**config.mk**
```make
export PLATFORM = sky130hd
export DESIGN_NAME = random_channel_gen
export DESIGN_NICKNAME = d
export VERILOG_FILES = /design/src/rtl/rng_pkg.sv /design/src/rtl/random_channel_gen_lfsr_galois.sv /design/src/rtl/random_channel_gen.sv
export SDC_FILE = /design/constraint.sdc
export NUM_CORES = 1
export LEC_CHECK = 0
export BUFFER_PORTS_ARGS = -buffer_cell sky130_fd_sc_hd__buf_2
export CAP_MARGIN = 20
export CORE_MARGIN = 2
export CORE_UTILIZATION = 52
export DETAILED_ROUTE_END_ITERATION = 7
export HOLD_SLACK_MARGIN = 0.12
export PLACE_DENSITY_LB_ADDON = 0.2
export SETUP_SLACK_MARGIN = 0.05
export SLEW_MARGIN = 20
export SYNTH_ARGS = -nofsm -noshare
export SYNTH_HDL_FRONTEND = slang
export SYNTH_SLANG_ARGS = --single-unit
export TNS_END_PERCENT = 50
```
**constraint.sdc**
```tcl
create_clock -name clk -period 4.7 [get_ports clk]
set_input_delay 0.235 -clock clk [delete_from_list [all_inputs] [get_ports clk]]
set_output_delay 0.235 -clock clk [all_outputs]
set_load 0.05 [all_outputs]
```
**src/rtl/rng_pkg.sv**
```systemverilog
`default_nettype none
// ----------------------------------------------------------------------------
// rng_pkg: FSM state type and LFSR/seed helpers shared by the random source.
// Revision 1.0
// ----------------------------------------------------------------------------
package rng_pkg;

  typedef enum logic [0:0] {
    FILL = 1'b0,
    HOLD = 1'b1
  } state_t;

  // Helpers work on a 32-bit container, so channel width is limited to 32 bits.
  localparam int MAX_W = 32;

  function automatic logic [MAX_W-1:0] lfsr_step(input logic [MAX_W-1:0] s,
                                                 input logic [MAX_W-1:0] poly);
    return (s >> 1) ^ (s[0] ? poly : '0);
  endfunction

  // The zero guard is applied to the base before rotation.
  function automatic logic [MAX_W-1:0] seed_for_channel(input logic [MAX_W-1:0] base,
                                                        input int idx,
                                                        input int width);
    logic [MAX_W-1:0] mask;
    logic [MAX_W-1:0] b;
    int sh;
    mask = (width >= MAX_W) ? '1 : ((MAX_W'(1) << width) - MAX_W'(1));
    b    = base & mask;
    if (b == '0) b = MAX_W'(1);
    sh = idx % width;
    return ((b << sh) | (b >> (width - sh))) & mask;
  endfunction

  function automatic logic [MAX_W-1:0] default_poly(input int width);
    case (width)
      3:       return 32'h0000_0006;
      4:       return 32'h0000_000C;
      5:       return 32'h0000_0014;
      6:       return 32'h0000_0030;
      7:       return 32'h0000_0060;
      8:       return 32'h0000_00B8;
      16:      return 32'h0000_B400;
      32:      return 32'h8020_0003;
      default: return 32'h0000_00B8;
    endcase
  endfunction

endpackage
`default_nettype wire

```
**src/rtl/random_channel_gen_lfsr_galois.sv**
```systemverilog
`default_nettype none
// ----------------------------------------------------------------------------
// lfsr_galois: right-shifting Galois LFSR with reset value and parallel load.
// Revision 1.0
// ----------------------------------------------------------------------------
module lfsr_galois
  import rng_pkg::*;
#(
  parameter int               WIDTH     = 8,
  parameter logic [WIDTH-1:0] POLY      = WIDTH'(default_poly(WIDTH)),
  parameter logic [WIDTH-1:0] RESET_VAL = WIDTH'(1)
) (
  input  logic             clk,
  input  logic             reset,
  input  logic             load,
  input  logic [WIDTH-1:0] load_val,
  output logic [WIDTH-1:0] state
);

  logic [WIDTH-1:0] r_state;

  always_ff @(posedge clk) begin
    if (reset) begin
      r_state <= RESET_VAL;
    end else if (load) begin
      r_state <= load_val;
    end else begin
      r_state <= WIDTH'(lfsr_step(MAX_W'(r_state), MAX_W'(POLY)));
    end
  end

  assign state = r_state;

endmodule
`default_nettype wire

```
**src/rtl/random_channel_gen.sv**
```systemverilog
`default_nettype none
// ----------------------------------------------------------------------------
// random_channel_gen: per-channel LFSR draws limited to 1..MAX_VALUE, plus sum.
// Revision 1.0
// ----------------------------------------------------------------------------
module random_channel_gen
  import rng_pkg::*;
#(
  parameter int               WIDTH     = 8,
  parameter int               CHANNELS  = 3,
  parameter logic [WIDTH-1:0] POLY      = WIDTH'(default_poly(WIDTH)),
  parameter logic [WIDTH-1:0] SEED      = WIDTH'(1),
  parameter logic [WIDTH-1:0] MAX_VALUE = {WIDTH{1'b1}},
  localparam int              SUM_W     = WIDTH + $clog2(CHANNELS)
) (
  input  logic                      clk,
  input  logic                      reset,
  input  logic                      seed_load,
  input  logic [WIDTH-1:0]          seed_in,
  input  logic                      rd_req,
  output logic                      rand_valid,
  output logic [CHANNELS*WIDTH-1:0] rand_data,
  output logic [SUM_W-1:0]          rand_sum
);

  logic [WIDTH-1:0]          w_lfsr [CHANNELS];
  logic [CHANNELS-1:0]       w_in_range;
  logic [CHANNELS-1:0]       w_take;
  logic [CHANNELS-1:0]       w_accepted_next;
  logic [CHANNELS*WIDTH-1:0] w_data_next;
  logic [SUM_W-1:0]          w_sum_next;
  logic                      w_all_accepted;
  logic                      w_transfer;
  state_t                    w_state_next;

  logic [CHANNELS-1:0]       r_accepted;
  logic [CHANNELS*WIDTH-1:0] r_data;
  logic [SUM_W-1:0]          r_sum;
  logic                      r_valid;
  state_t                    r_state;

  genvar gi;
  generate
    for (gi = 0; gi < CHANNELS; gi++) begin : g_ch
      logic [WIDTH-1:0] w_seed;
      assign w_seed = WIDTH'(seed_for_channel(MAX_W'(seed_in), gi, WIDTH));

      lfsr_galois #(
        .WIDTH    (WIDTH),
        .POLY     (POLY),
        .RESET_VAL(WIDTH'(seed_for_channel(MAX_W'(SEED), gi, WIDTH)))
      ) u_lfsr (
        .clk     (clk),
        .reset   (reset),
        .load    (seed_load),
        .load_val(w_seed),
        .state   (w_lfsr[gi])
      );

      // A full-range bound accepts everything, so skip the always-true compare.
      if (MAX_VALUE == {WIDTH{1'b1}}) begin : g_full
        assign w_in_range[gi] = 1'b1;
      end else begin : g_bound
        assign w_in_range[gi] = (w_lfsr[gi] <= MAX_VALUE);
      end

      assign w_take[gi] = (r_state == FILL) && !r_accepted[gi] && w_in_range[gi];
      assign w_data_next[gi*WIDTH +: WIDTH] = w_take[gi] ? w_lfsr[gi]
                                                         : r_data[gi*WIDTH +: WIDTH];
    end
  endgenerate

  assign w_accepted_next = r_accepted | w_take;
  assign w_all_accepted  = &w_accepted_next;
  assign w_transfer      = rd_req && r_valid;

  always_comb begin
    w_sum_next = '0;
    for (int i = 0; i < CHANNELS; i++) begin
      w_sum_next = w_sum_next + SUM_W'(w_data_next[i*WIDTH +: WIDTH]);
    end
  end

  always_ff @(posedge clk) begin
    if (reset) begin
      r_state <= FILL;
    end else begin
      r_state <= w_state_next;
    end
  end

  always_comb begin
    w_state_next = r_state;
    if (seed_load) begin
      w_state_next = FILL;
    end else begin
      case (r_state)
        FILL:    if (w_all_accepted) w_state_next = HOLD;
        HOLD:    if (w_transfer)     w_state_next = FILL;
        default: w_state_next = FILL;
      endcase
    end
  end

  // Data and sum are left untouched by seed_load; only validity is withdrawn.
  always_ff @(posedge clk) begin
    if (reset) begin
      r_accepted <= '0;
      r_valid    <= 1'b0;
      r_data     <= '0;
      r_sum      <= '0;
    end else if (seed_load) begin
      r_accepted <= '0;
      r_valid    <= 1'b0;
    end else if (r_state == FILL) begin
      r_accepted <= w_accepted_next;
      r_data     <= w_data_next;
      if (w_all_accepted) begin
        r_valid <= 1'b1;
        r_sum   <= w_sum_next;
      end
    end else if (w_transfer) begin
      r_accepted <= '0;
      r_valid    <= 1'b0;
    end
  end

  assign rand_valid = r_valid;
  assign rand_data  = r_data;
  assign rand_sum   = r_sum;

endmodule
`default_nettype wire

```
Word-level counts from Yosys, hierarchy flattened
Cells that the tools add are included.
- multiplexer cells: 18
- $lt $le $gt $ge: 0
- equal/unequal tests: 1
- bitwise gates (word level): 9
- $mul: 0
- reductions and logical operators: 14
- shift-type cells: 0
- divide/modulo/power cells: 0
- add/subtract/negate cells: 2
- operator list (cell ; count):
    8-bit 2-to-1 mux ; 10
    32-bit logical NOT ; 1
    7-bit by 8-bit XOR with 8-bit output ; 3
    9-bit by 8-bit adder with 10-bit output ; 1
    8-bit by 8-bit adder with 9-bit output ; 1
    8-bit by 1-bit OR with 8-bit output ; 1
    8-bit by 1-bit OR with 8-bit output, second input constant ; 1
    8-bit by 2-bit OR with 8-bit output ; 1
    3-bit 2-to-1 mux ; 2
    1-bit 2-to-1 mux ; 5
    5-bit AND reduction ; 1
    1-bit logical AND ; 4
    2-bit AND reduction ; 2
    1-bit logical NOT ; 3
    3-bit OR ; 1
    3-bit AND reduction ; 1
    2-bit inequality test, second input constant ; 1
    1-bit inverter ; 2
    1-bit case mux with 2 select lines ; 1
    2-bit nonzero test ; 1
    2-bit OR reduction ; 1
- latch bits: 0
- logic and storage cells: 52
- bits in registers: 63
- bits of input ports: 12
- bits in read-only memories: 0
- bits in writable memories: 0
- memories: 0

Depth between registers and ports, before layout
Gate-level depths: netlist (run 1).
- depth after elaboration: 6
- depth in mapped cells: 11

Hierarchy
From an unflattened synthesis (run 1), not the netlist that was laid out.
- cells, all modules: 326
- area, all modules: 3062.9 um2
- by module, submodules not included (module ; cells an instance ; area each (um2) ; times used ; seq. area each (um2)):
    random_channel_gen ; 236 ; 2132.0 ; 1 ; 780.7
    lfsr_galois ; 30 ; 310.3 ; 3 ; 160.2

Worst setup path before layout (run 1)
Ideal clock, no wire load.
- path kind: register to register
- start point: reg r_state
- end point: reg r_sum[9] (netlist: rand_sum[9])
- data required time: 4568 ps
- stages on the path, launching flop included: 11
- buffers on the path: 1
- path slack: 1858 ps
- setup time: 132 ps
- arrival time: 2710 ps
- cell sequence: dfxtp_1 -> buf_6 -> nor2_2 -> mux2_2 -> fa_1 -> ha_1 -> fa_1 -> a21oi_1 -> o22ai_1 -> o2111ai_1 -> a21oi_1
- longest elaborated chain between the ends: 5
- elaborated cells between the ends (all ways): 11
- those cells by class: 2 x add/sub; 3 x mux; 2 x bitwise; 4 x reduce/logical
- ends and longest elaborated chain (element ; line ; RTL):
    start, declared ; random_channel_gen.sv:40 ; state_t r_state;
    start signal, assigned ; random_channel_gen.sv:88 ; r_state <= w_state_next;
    1-bit inverter (no source line) ; n/a ;
    1-bit logical AND ; random_channel_gen.sv:67 ; assign w_take[gi] = (r_state == FILL) && !r_accepted[gi] && w_in_range[gi];
    8-bit 2-to-1 mux ; random_channel_gen.sv:68 ; assign w_data_next[gi*WIDTH +: WIDTH] = w_take[gi] ? w_lfsr[gi]
    named net w_data_next[0] ; random_channel_gen.sv:30 ; logic [CHANNELS*WIDTH-1:0] w_data_next;
    8-bit by 8-bit adder with 9-bit output ; random_channel_gen.sv:80 ; w_sum_next = w_sum_next + SUM_W'(w_data_next[i*WIDTH +: WIDTH]);
    9-bit by 8-bit adder with 10-bit output ; random_channel_gen.sv:80 ;
    end signal, assigned ; random_channel_gen.sv:120 ; r_sum <= w_sum_next;
    end, declared ; random_channel_gen.sv:38 ; logic [SUM_W-1:0] r_sum;
The timed path passes the listed nets, and every way through them passes these cells.
A chain may end at the register's enable or synchronous reset.

Final worst setup path (run 1)
- start point: reg r_state
- end point: reg r_sum[8] (netlist: rand_sum[8])
- longest elaborated chain between the ends: 5
- elaborated cells between the ends (all ways): 11
- those cells by class: 2 x add/sub; 3 x mux; 2 x bitwise; 4 x reduce/logical
- ends and longest elaborated chain (element ; line):
    1-bit inverter (no source line) (*) ; n/a
    1-bit logical AND ; random_channel_gen.sv:67
    8-bit 2-to-1 mux ; random_channel_gen.sv:68
    8-bit by 8-bit adder with 9-bit output ; random_channel_gen.sv:80
    9-bit by 8-bit adder with 10-bit output ; random_channel_gen.sv:80
Mark *: on every way between the ends. The rest lies on a longest branch, timed or not.

==> results.py, run 1 <==
metrics = {
    "clock_network": {
        "clock_tree.root_cell": "clkbuf_8",
        "cts_hold_buf": 0,
        "path_clk_slew_ps": 70,
        "cts_buffer_depth": 2,
        "cts_resized": 0,
        "h-tree-depth": 3,
        "cts_setup_buffers": 0,
        "cts-buffers-inserted": 9,
        "cts.sinks": 63,
        "cts_tree": "done",
        "clk_latency_ps": 330,
    },
    "logic_synthesis": {
        "synth_simple_gate_area_share_pct": 13.6,
        "synth_edf_count": 0,
        "yosys.area_share.adder_pct": 8.95,
        "ys_seq_area_share_pct": 42.1,
        "synth_nets": 353,
        "synth_xor_area_share_pct": 2.93,
        "netlist_instances": 325,
        "ys_seq_elements": 63,
        "ys_types": 40,
        "synthArstFlopShare_pct": 0,
        "synth_top_family_by_area": "compound AO/OA/AOI/OAI gates",
        "synth_warnings": 0,
        "synth.area.mux_share_pct": 8.95,
        "synth_area_sq_um": 2990,
        "synthFlopType": "dfxtp_1",
        "synth_area_per_cell_sq_um": 9.21,
        "synth_compound_area_share_pct": 17.3,
    },
    "place": {
        "place_congestion": 0.798,
        "dp_hpwl_mm": 4.88,
        "numPortBuffers": 46,
    },
    "layout": {
        "final.fill_count": 521,
        "layout_common_cells": "63 x dfxtp_1, 46 x buf_2, 30 x a21oi_1",
        "final-seq-area_sq_um": 1260,
        "final_common_cell": "dfxtp_1",
        "multi_input_area_sq_um": 1550,
        "diodes": 0,
        "drive_gt1_share_pct": 19.7,
        "nets": 393,
        "area_growth_pct": 15.4,
    },
    "sta": {
        "holdWs_ps": 184,
        "hold_violations": 0,
        "tns_ps": 0,
        "maxSlewHeadroom_pct": 58.1,
        "setup_violations": 0,
        "skew_ps": 5.74,
        "min_period_over_period_pct": 70.5,
        "rsz0062_at_grt": "false",
        "fmax_mhz": 302,
        "drv_slew": 0,
        "fin_crit_ps": 3310,
        "tightest_slew_ps": 628,
    },
    "detailed_routing": {
        "drt-met1-wl_mm": 3.23,
        "num_vias": 2404,
        "highest_layer": "met4",
        "route.met3.wl_um": 387,
        "drtIter0Drc": 237,
        "wl_per_cell_um": 15.4,
        "routed_wl_mm": 6.83,
        "antenna_left": 0,
        "first_pass_iters": 4,
        "drcViolationCount": 0,
        "routed_via_density": 5.44,
        "dr_wl_met2_mm": 3.12,
    },
    "setup_path": {
        "r2r_start": "r_state",
        "r2r_end": "rand_sum[8]",
        "critPathCaptureType": "register",
        "cp-endpoint": "rand_sum[8]",
        "critical_path_class": "reg -> reg",
        "cp-start-kind": "register",
        "reg2reg_depth": 9,
        "cp.arrival_ps": 3530,
        "path_max_fanout": 10,
        "worstPathRequired_ps": 4910,
        "startpoint": "r_state",
        "r2r_slack_ps": 1390,
    },
    "flow_run": {
        "drv_cap": 0,
    },
    "pwr": {
        "powerDensity_nw_per_um2": 418,
        "peakVddDrop_v": 0.000194,
        "p_leak_nw": 1.62,
    },
    "global_route": {
        "grt_pass1_vias": 2185,
        "grt_max_degree": 55,
        "grt_pass1_wl_mm": 11.0,
        "grt_use_total_pct": 23.0,
        "grt_remaining_overflow": 0,
        "antenna_found_initial": 0,
    },
    "floorplanning": {
        "start_util_pct": 54.0,
        "row_count": 27,
        "core_sq_um": 5540,
        "io_pins": 47,
        "dieArea_sq_um": 6380,
        "fp.dieW_um": 79.9,
        "die_h_um": 79.9,
    },
    "worst_hold_path": {
        "hold_class": "in -> reg",
    },
    "run_status": {
        "status": "completed",
    },
}
==> worst max-delay path: stages (launching register included) <==
cell and delay [ps]:
dfxtp_1 440, nor2_2 520, mux2i_1 370, fa_1 460
inv_1 110, ha_1 250, a211oi_1 270, o21ai_0 220
o211ai_1 200, or3b_1 360
==> cell type report <==
type / instances / share of cell area, %
Multi-Input combinational cell: 218 / 45.0
Sequential cell: 63 / 36.5
Timing Repair Buffer: 48 / 7.68
Clock buffer: 12 / 4.20
Inverter: 25 / 2.72
Tap cell: 72 / 2.61
Clock inverter: 4 / 1.30
==> sequential cells by signal, indices dropped and copies added (netlist names) <==
name	flops
rand_data	24
rand_valid	1
g_ch.u_lfsr.state	24
rand_sum	10
r_accepted	3
r_state	1
==> synth_stat cells, drive strengths merged (5+ instances only) <==
cell type	count	area (sq um)
dfxtp	63	1260
a21oi	30	150
nand2	28	105
inv	25	93.8
nor2	25	104
a211oi	21	158
mux2i	20	200
clkbuf	12	45.0
nand2b	12	75.1
fa	9	180
o21ai	9	45.0
buf	7	45.0
ha	7	87.6
o21a	7	52.6
xor2	7	61.3
mux2	6	67.6
nand3	6	30.0
nor3	5	25.0
==> cell families after synthesis <==
| kind of cell | count (synthesis) |
|---|---|
| buffers and inverters | 44 |
| AND/OR/NAND/NOR | 85 |
| adder cells (fa/ha/maj) | 16 |
| AO/OA/AOI/OAI | 81 |
| multiplexers | 26 |
| flip-flops | 63 |
| XOR/XNOR | 10 |
==> per-stage QoR <==
stage	util, %	cells	power [mW]	setup slack (ps)	instance area [sq um]
2_1_floorplan	-	325	0.906	1860	2990
3_3_place_gp	58.4	425	0.989	1520	3240
3_5_place_dp	58.4	425	0.994	1430	3240
4_1_cts	61.8	441	1.45	1400	3430
5_1_grt	62.3	442	1.52	1130	3450
6_report	62.3	442	1.44	1390	3450
==> power breakdown <==
part	switching (mW)	total (mW)	internal, mW
Sequential	0.0363	0.615	0.579
Combinational	0.249	0.371	0.122
Clock	0.199	0.456	0.257
Total	0.485	1.44	0.957
==> routing by layer <==
metal  GRT usage [%]  up-vias
met1            32.1     1131
met4            9.15        0
met2            35.0       68
li1                -     1196
met3            4.75        9
met5               0        -
==> how the worst min path moves through the flow <==
stage                                   end  cells after the start   startpoint
global placement                rand_sum[1]                      2  rand_sum[1]
finish              g_ch[0].u_lfsr.state[2]                      3   seed_in[2]
detailed placement              rand_sum[0]                      2  rand_sum[0]
CTS                 g_ch[0].u_lfsr.state[2]                      3   seed_in[2]
global route                     rand_valid                      3       rd_req
floorplan           g_ch[2].u_lfsr.state[6]                      2   seed_in[4]
Power figures use the tool's default switching activity.
==> run 2: changes to the inputs <==
--- a/config.mk
+++ b/config.mk
@@ -5,10 +5,11 @@
 export SDC_FILE = /design/constraint.sdc
 export NUM_CORES = 1
 export LEC_CHECK = 0
+export ABC_AREA = 1
 export BUFFER_PORTS_ARGS = -buffer_cell sky130_fd_sc_hd__buf_2
 export CAP_MARGIN = 20
 export CORE_MARGIN = 2
-export CORE_UTILIZATION = 52
+export CORE_UTILIZATION = 51
 export DETAILED_ROUTE_END_ITERATION = 7
 export HOLD_SLACK_MARGIN = 0.12
 export PLACE_DENSITY_LB_ADDON = 0.2
==> constraint.sdc (replaced) <==
create_clock -name clk -period 2.69 [get_ports clk]
set_input_delay 0.1345 -clock clk [delete_from_list [all_inputs] [get_ports clk]]
set_output_delay 0.1345 -clock clk [all_outputs]
set_load 0.05 [all_outputs]
==> results.py, run 2 <==
metrics = {
    "setup_path": {
        "path_max_fanout": 7,
        "critical_path_class": "reg -> reg",
        "slowest_stage": "fa_1",
        "cpPeakStageDelay_ps": 530,
        "worstPathRequired_ps": 2930,
        "r2r_slack_ps": 190,
        "worstPathCellList": "nor2_4 > buf_4 > buf_4 > o21a_1 > inv_1 > fa_1 > inv_1 > ha_4 > nand2_1 > inv_1 > nand3_2 > nand3_1 > nand2_1 > nor2_1 > nor2_1",
        "cp.buffers_inverters": 5,
        "cp.arrival_ps": 2740,
        "cpMostUsedCell": "inv_1",
        "cp-start-kind": "register",
        "cp_top_family": "adder cells",
        "critPathCaptureType": "register",
    },
    "floorplanning": {
        "start_util_pct": 52.0,
        "io_pins": 47,
        "fp.dieW_um": 84.0,
        "dieArea_sq_um": 7060,
        "core_sq_um": 6280,
        "die_h_um": 84.0,
        "row_count": 29,
    },
    "detailed_routing": {
        "antenna_left": 0,
        "drcViolationCount": 0,
        "first_pass_iters": 4,
        "routed_via_density": 4.84,
        "drtIter0Drc": 162,
        "wl_per_cell_um": 12.9,
        "routed_wl_mm": 7.80,
        "num_vias": 2922,
    },
    "sta": {
        "fin_ws_ps": 189,
        "fmax_mhz": 400,
        "tightest_slew_ps": 470,
        "drv_slew": 0,
        "rsz0062_at_grt": "true",
        "min_period_over_period_pct": 93.0,
        "hold_violations": 0,
        "maxSlewHeadroom_pct": 68.3,
        "fin_crit_ps": 2500,
        "skew_ps": 8.70,
        "setup_violations": 0,
    },
    "logic_synthesis": {
        "synth_area_leader_cell": "dfxtp_1",
        "synthArstFlopShare_pct": 0,
        "synthFlopType": "dfxtp_1",
        "ys_top_cells_by_count": "104 x inv_1, 87 x nand2_1, 63 x dfxtp_1",
        "synth_edf_count": 0,
        "synthTopCellsByArea": "dfxtp_1 39%, inv_1 12%, nand2_1 10%, o21ai_0 6.4%, nor2_1 6.2%",
        "ys_types": 27,
        "yosys.cell_count.top_type": "inv_1",
        "ys_seq_area_share_pct": 38.6,
        "ys_seq_elements": 63,
        "synth_nets": 490,
        "synth_area_per_cell_sq_um": 7.07,
        "netlist.area_leader.share_pct": 38.6,
        "netlist_instances": 462,
        "synth_warnings": 0,
        "synth_area_sq_um": 3270,
    },
    "layout": {
        "nets": 550,
        "diodes": 0,
        "area_growth_pct": 19.9,
        "final_common_cell": "inv_1",
        "instances_no_fill": 604,
        "layout_common_cells": "104 x inv_1, 85 x nand2_1, 61 x dfxtp_1",
        "drive_gt1_share_pct": 17.3,
    },
    "clock_network": {
        "cts_tree": "done",
        "cts.sinks": 63,
        "h-tree-depth": 3,
        "clock_tree.root_cell": "clkbuf_8",
        "cts_buffer_depth": 2,
        "cts-buffers-inserted": 9,
        "path_clk_slew_ps": 70,
        "clk_latency_ps": 340,
    },
    "flow_run": {
        "drv_cap": 0,
    },
    "pwr": {
        "p_leak_nw": 2.13,
        "peakVddDrop_v": 0.000436,
        "powerDensity_nw_per_um2": 731,
    },
    "global_route": {
        "grt_remaining_overflow": 0,
        "grt_max_degree": 43,
        "grt_pass1_wl_mm": 12.9,
        "grt_pass1_vias": 2838,
        "grt_use_total_pct": 23.2,
        "antenna_found_initial": 0,
    },
    "worst_hold_path": {
        "hold_class": "in -> reg",
    },
    "place": {
        "place_inst": 578,
        "dp_hpwl_mm": 5.67,
        "pre_cts_ws_ps": -25.8,
        "place_congestion": 0.875,
        "numPortBuffers": 46,
    },
    "run_status": {
        "status": "completed",
    },
}
==> run 2: cell count changes after synthesis, sizes merged, moves of 7 or more <==
| cell | previous run | this run |
|---|---|---|
| inv | 25 | 105 |
| nand2 | 28 | 87 |
| o21ai | 9 | 61 |
| nor2 | 25 | 58 |
| a211oi | 21 | 0 |
| mux2i | 20 | 0 |
| nand2b | 12 | 0 |
| clkbuf | 12 | 2 |
| a21oi | 30 | 22 |
| buf | 7 | 15 |
| xor2 | 7 | 0 |
==> run 2: repair_timing <==
action                                  4_1_cts  5_1_grt
endpoints found under the setup margin        2        5
endpoints found under the hold margin        19        0
hold buffers                                  7        0
pin swaps                                     1        2
buffers inserted                              2        1
resized for setup                             2       17
==> run 2: routing by layer <==
layer	share of wire, %	wire length (um)	vias to the layer above	track usage [%]
li1	-	-	1527	-
met1	44	3440	1309	28.2
met2	49	3800	75	39.5
met3	5.6	436	11	6.13
met4	1.6	121	0	8.36
met5	0	0	-	0
==> run 2: cell type report <==
cell class | count | area, sq um
fillers | 583 | 2360
multi-input cells | 277 | 1540
repair buffers | 66 | 409
inverters | 105 | 397
clock buffers | 13 | 169
well taps | 77 | 96.3
flip-flops and latches | 63 | 1270
clock inverters | 3 | 40.0
==> run 2: tightest hold or removal path, stage by stage <==
cell and delay [ps]:
buf_2 80, nor2_1 30, o21ai_0 70, nand2_1 90, nand2_1 70
==> run 2: final timing paths <==
kind,start,endpoint,depth (start not counted)
min reg2reg,rand_valid,rand_valid,2
max,r_state,rand_sum[6],15
max reg2reg,r_state,rand_sum[6],15
min,seed_in[0],g_ch[1].u_lfsr.state[1],5
==> run 2: kinds of logic after synthesis <==
| logic type | share of synthesized area [%] |
|---|---|
| simple gates | 20.2 |
| xor+xnor | 1.07 |
| compound gates | 16.1 |
| flops | 38.6 |
| buf+inv | 15.8 |
| fa+ha+maj | 8.20 |
==> run 2: stage by stage <==
| step | instance area [sq um] | util [%] | hold WS (ps) | power, mW | setup TNS [ps] |
|---|---|---|---|---|---|
| 5_1_grt | 3920 | 62.4 | 171 | 3.04 | 0 |
| 2_1_floorplan | 3270 | - | 264 | 1.75 | 0 |
| 6_report | 3920 | 62.4 | 152 | 2.86 | 0 |
| 3_3_place_gp | 3550 | 56.5 | 404 | 1.92 | 0 |
| 4_1_cts | 3840 | 61.3 | 128 | 2.83 | 0 |
| 3_5_place_dp | 3550 | 56.5 | 415 | 1.94 | -25.8 |
==> run 2: where the power goes <==
part           total (mW)  switching [mW]  internal, mW
sequential           1.07          0.0556          1.02
combinational       0.924           0.609         0.316
clock               0.869           0.368         0.501
total                2.86            1.03          1.83
==> run 3: changes to the inputs <==
--- a/config.mk
+++ b/config.mk
@@ -11,10 +11,11 @@
 export CORE_MARGIN = 2
 export CORE_UTILIZATION = 51
 export DETAILED_ROUTE_END_ITERATION = 7
+export GPL_TIMING_DRIVEN = 0
 export HOLD_SLACK_MARGIN = 0.12
 export PLACE_DENSITY_LB_ADDON = 0.2
 export SETUP_SLACK_MARGIN = 0.05
-export SLEW_MARGIN = 20
+export SLEW_MARGIN = 10
 export SYNTH_ARGS = -nofsm -noshare
 export SYNTH_HDL_FRONTEND = slang
 export SYNTH_SLANG_ARGS = --single-unit
==> results.py, run 3 (same netlist as run 2, synthesis figures left out) <==
metrics = {
    "detailed_routing": {
        "drtIter0Drc": 154,
        "first_pass_iters": 6,
        "routed_via_density": 5.04,
        "routed_wl_mm": 8.42,
        "antenna_left": 0,
        "num_vias": 3111,
        "wl_per_cell_um": 13.6,
        "drcViolationCount": 0,
    },
    "global_route": {
        "grt_max_degree": 12,
        "grt_remaining_overflow": 0,
        "antenna_found_initial": 0,
        "grt_pass1_vias": 2938,
        "grt_use_total_pct": 24.8,
        "grt_pass1_wl_mm": 13.7,
    },
    "layout": {
        "final.fill_count": 556,
        "diodes": 0,
        "drive_gt1_share_pct": 20.4,
        "layout_common_cells": "101 x inv_1, 82 x nand2_1, 61 x dfxtp_1",
        "final-seq-area_sq_um": 1270,
        "final_common_cell": "inv_1",
        "multi_input_area_sq_um": 1560,
        "nets": 563,
        "area_growth_pct": 22.8,
    },
    "floorplanning": {
        "core_sq_um": 6280,
        "start_util_pct": 52.0,
        "io_pins": 47,
        "dieArea_sq_um": 7060,
        "row_count": 29,
        "die_h_um": 84.0,
        "fp.dieW_um": 84.0,
    },
    "sta": {
        "hold_violations": 0,
        "fmax_mhz": 382,
        "fin_crit_ps": 2620,
        "holdWs_ps": 135,
        "tightest_slew_ps": 568,
        "drv_slew": 0,
        "setup_violations": 0,
        "maxSlewHeadroom_pct": 61.8,
        "rsz0062_at_grt": "true",
        "min_period_over_period_pct": 97.3,
        "fin_ws_ps": 73.8,
        "skew_ps": 4.12,
    },
    "pwr": {
        "p_leak_nw": 2.17,
        "peakVddDrop_v": 0.000378,
        "powerDensity_nw_per_um2": 715,
    },
    "place": {
        "place_congestion": 0.894,
        "pre_cts_ws_ps": -208,
        "dp_hpwl_mm": 5.95,
        "numPortBuffers": 44,
    },
    "setup_path": {
        "cp-start-kind": "register",
        "worstPathRequired_ps": 2970,
        "cp_top_family": "adder cells",
        "cp.arrival_ps": 2900,
        "cp.buffers_inverters": 6,
        "path_max_fanout": 5,
        "worstPathCellList": "nor2_4 > buf_6 > o21a_1 > inv_2 > fa_1 > inv_1 > ha_2 > fa_2 > nand2_2 > buf_4 > buf_4 > buf_4 > nand2_1 > a21oi_1",
        "cpPeakStageDelay_ps": 530,
        "slowest_stage": "fa_1",
        "critical_path_class": "reg -> reg",
        "critPathCaptureType": "register",
        "cpMostUsedCell": "buf_4",
    },
    "clock_network": {
        "cts_tree": "done",
        "clk_latency_ps": 340,
        "cts-buffers-inserted": 9,
        "cts_buffer_depth": 2,
        "clock_tree.root_cell": "clkbuf_8",
        "cts.sinks": 63,
        "path_clk_slew_ps": 70,
        "h-tree-depth": 3,
    },
    "run_status": {
        "status": "completed",
    },
    "worst_hold_path": {
        "hold_class": "in -> reg",
    },
    "flow_run": {
        "drv_cap": 0,
    },
}
[run 3: cell count changes in the layout (fill, tap and decap cells not counted), sizes merged]
cell and change:
clkinvlp +1, buf +11, clkinv +2, clkbuf -1
[run 3: stage by stage]
step | std cells | TNS [ps] | util (%) | power [mW] | cell area, sq um
floorplan | 462 | 0 | - | 1.75 | 3270
global placement | 583 | -317 | 57.1 | 1.92 | 3580
detailed placement | 583 | -516 | 57.1 | 1.94 | 3580
CTS | 614 | 0 | 62.5 | 2.79 | 3920
global route | 617 | -190 | 63.9 | 3.04 | 4010
finish | 617 | 0 | 63.9 | 2.87 | 4010
[run 3: area by class of cell]
class                           count  share of cell area (%)
Multi-Input combinational cell    277                    38.9
Timing Repair Buffer               63                    9.67
Buffer                             16                    2.84
Clock inverter                      6                    1.53
Inverter                          105                    9.89
Sequential cell                    63                    31.6
Clock buffer                       10                    3.18
Tap cell                           77                    2.40
[run 3: metal layers]
metal  GRT usage [%]  share of wire [%]
met1            30.8                 43
met3            5.74                6.7
met2            41.3                 48
met5               0                  0
met4            9.97                2.1
[run 3: power by group]
group,leakage (nW),switching [mW],internal (mW)
Clock,0.0960,0.392,0.425
Sequential,0.523,0.0501,1.01
Combinational,1.55,0.641,0.344
[run 3: path summary, 6_finish.rpt]
path	start	endpoint	slack, ps	cells after the start
max	r_state	rand_sum[3]	70	14
min	seed_in[2]	g_ch[1].u_lfsr.state[3]	130	3
max reg2reg	r_state	rand_sum[3]	70	14
min reg2reg	g_ch[1].u_lfsr.state[1]	g_ch[1].u_lfsr.state[0]	460	2
[run 3: worst min-delay path, delay by kind of cell]
kind	cells	cell delay (ps)
simple gates	1	120
compound gates	1	90
buf+inv	1	90
[run 3: repair_timing]
action | in CTS | in global routing
pin swaps | 7 | 11
hold endpoints to repair | 17 | 0
endpoints found under the setup margin | 5 | 7
hold buffers | 7 | 0
gates resized for setup | 10 | 19
buffers inserted | 8 | 4
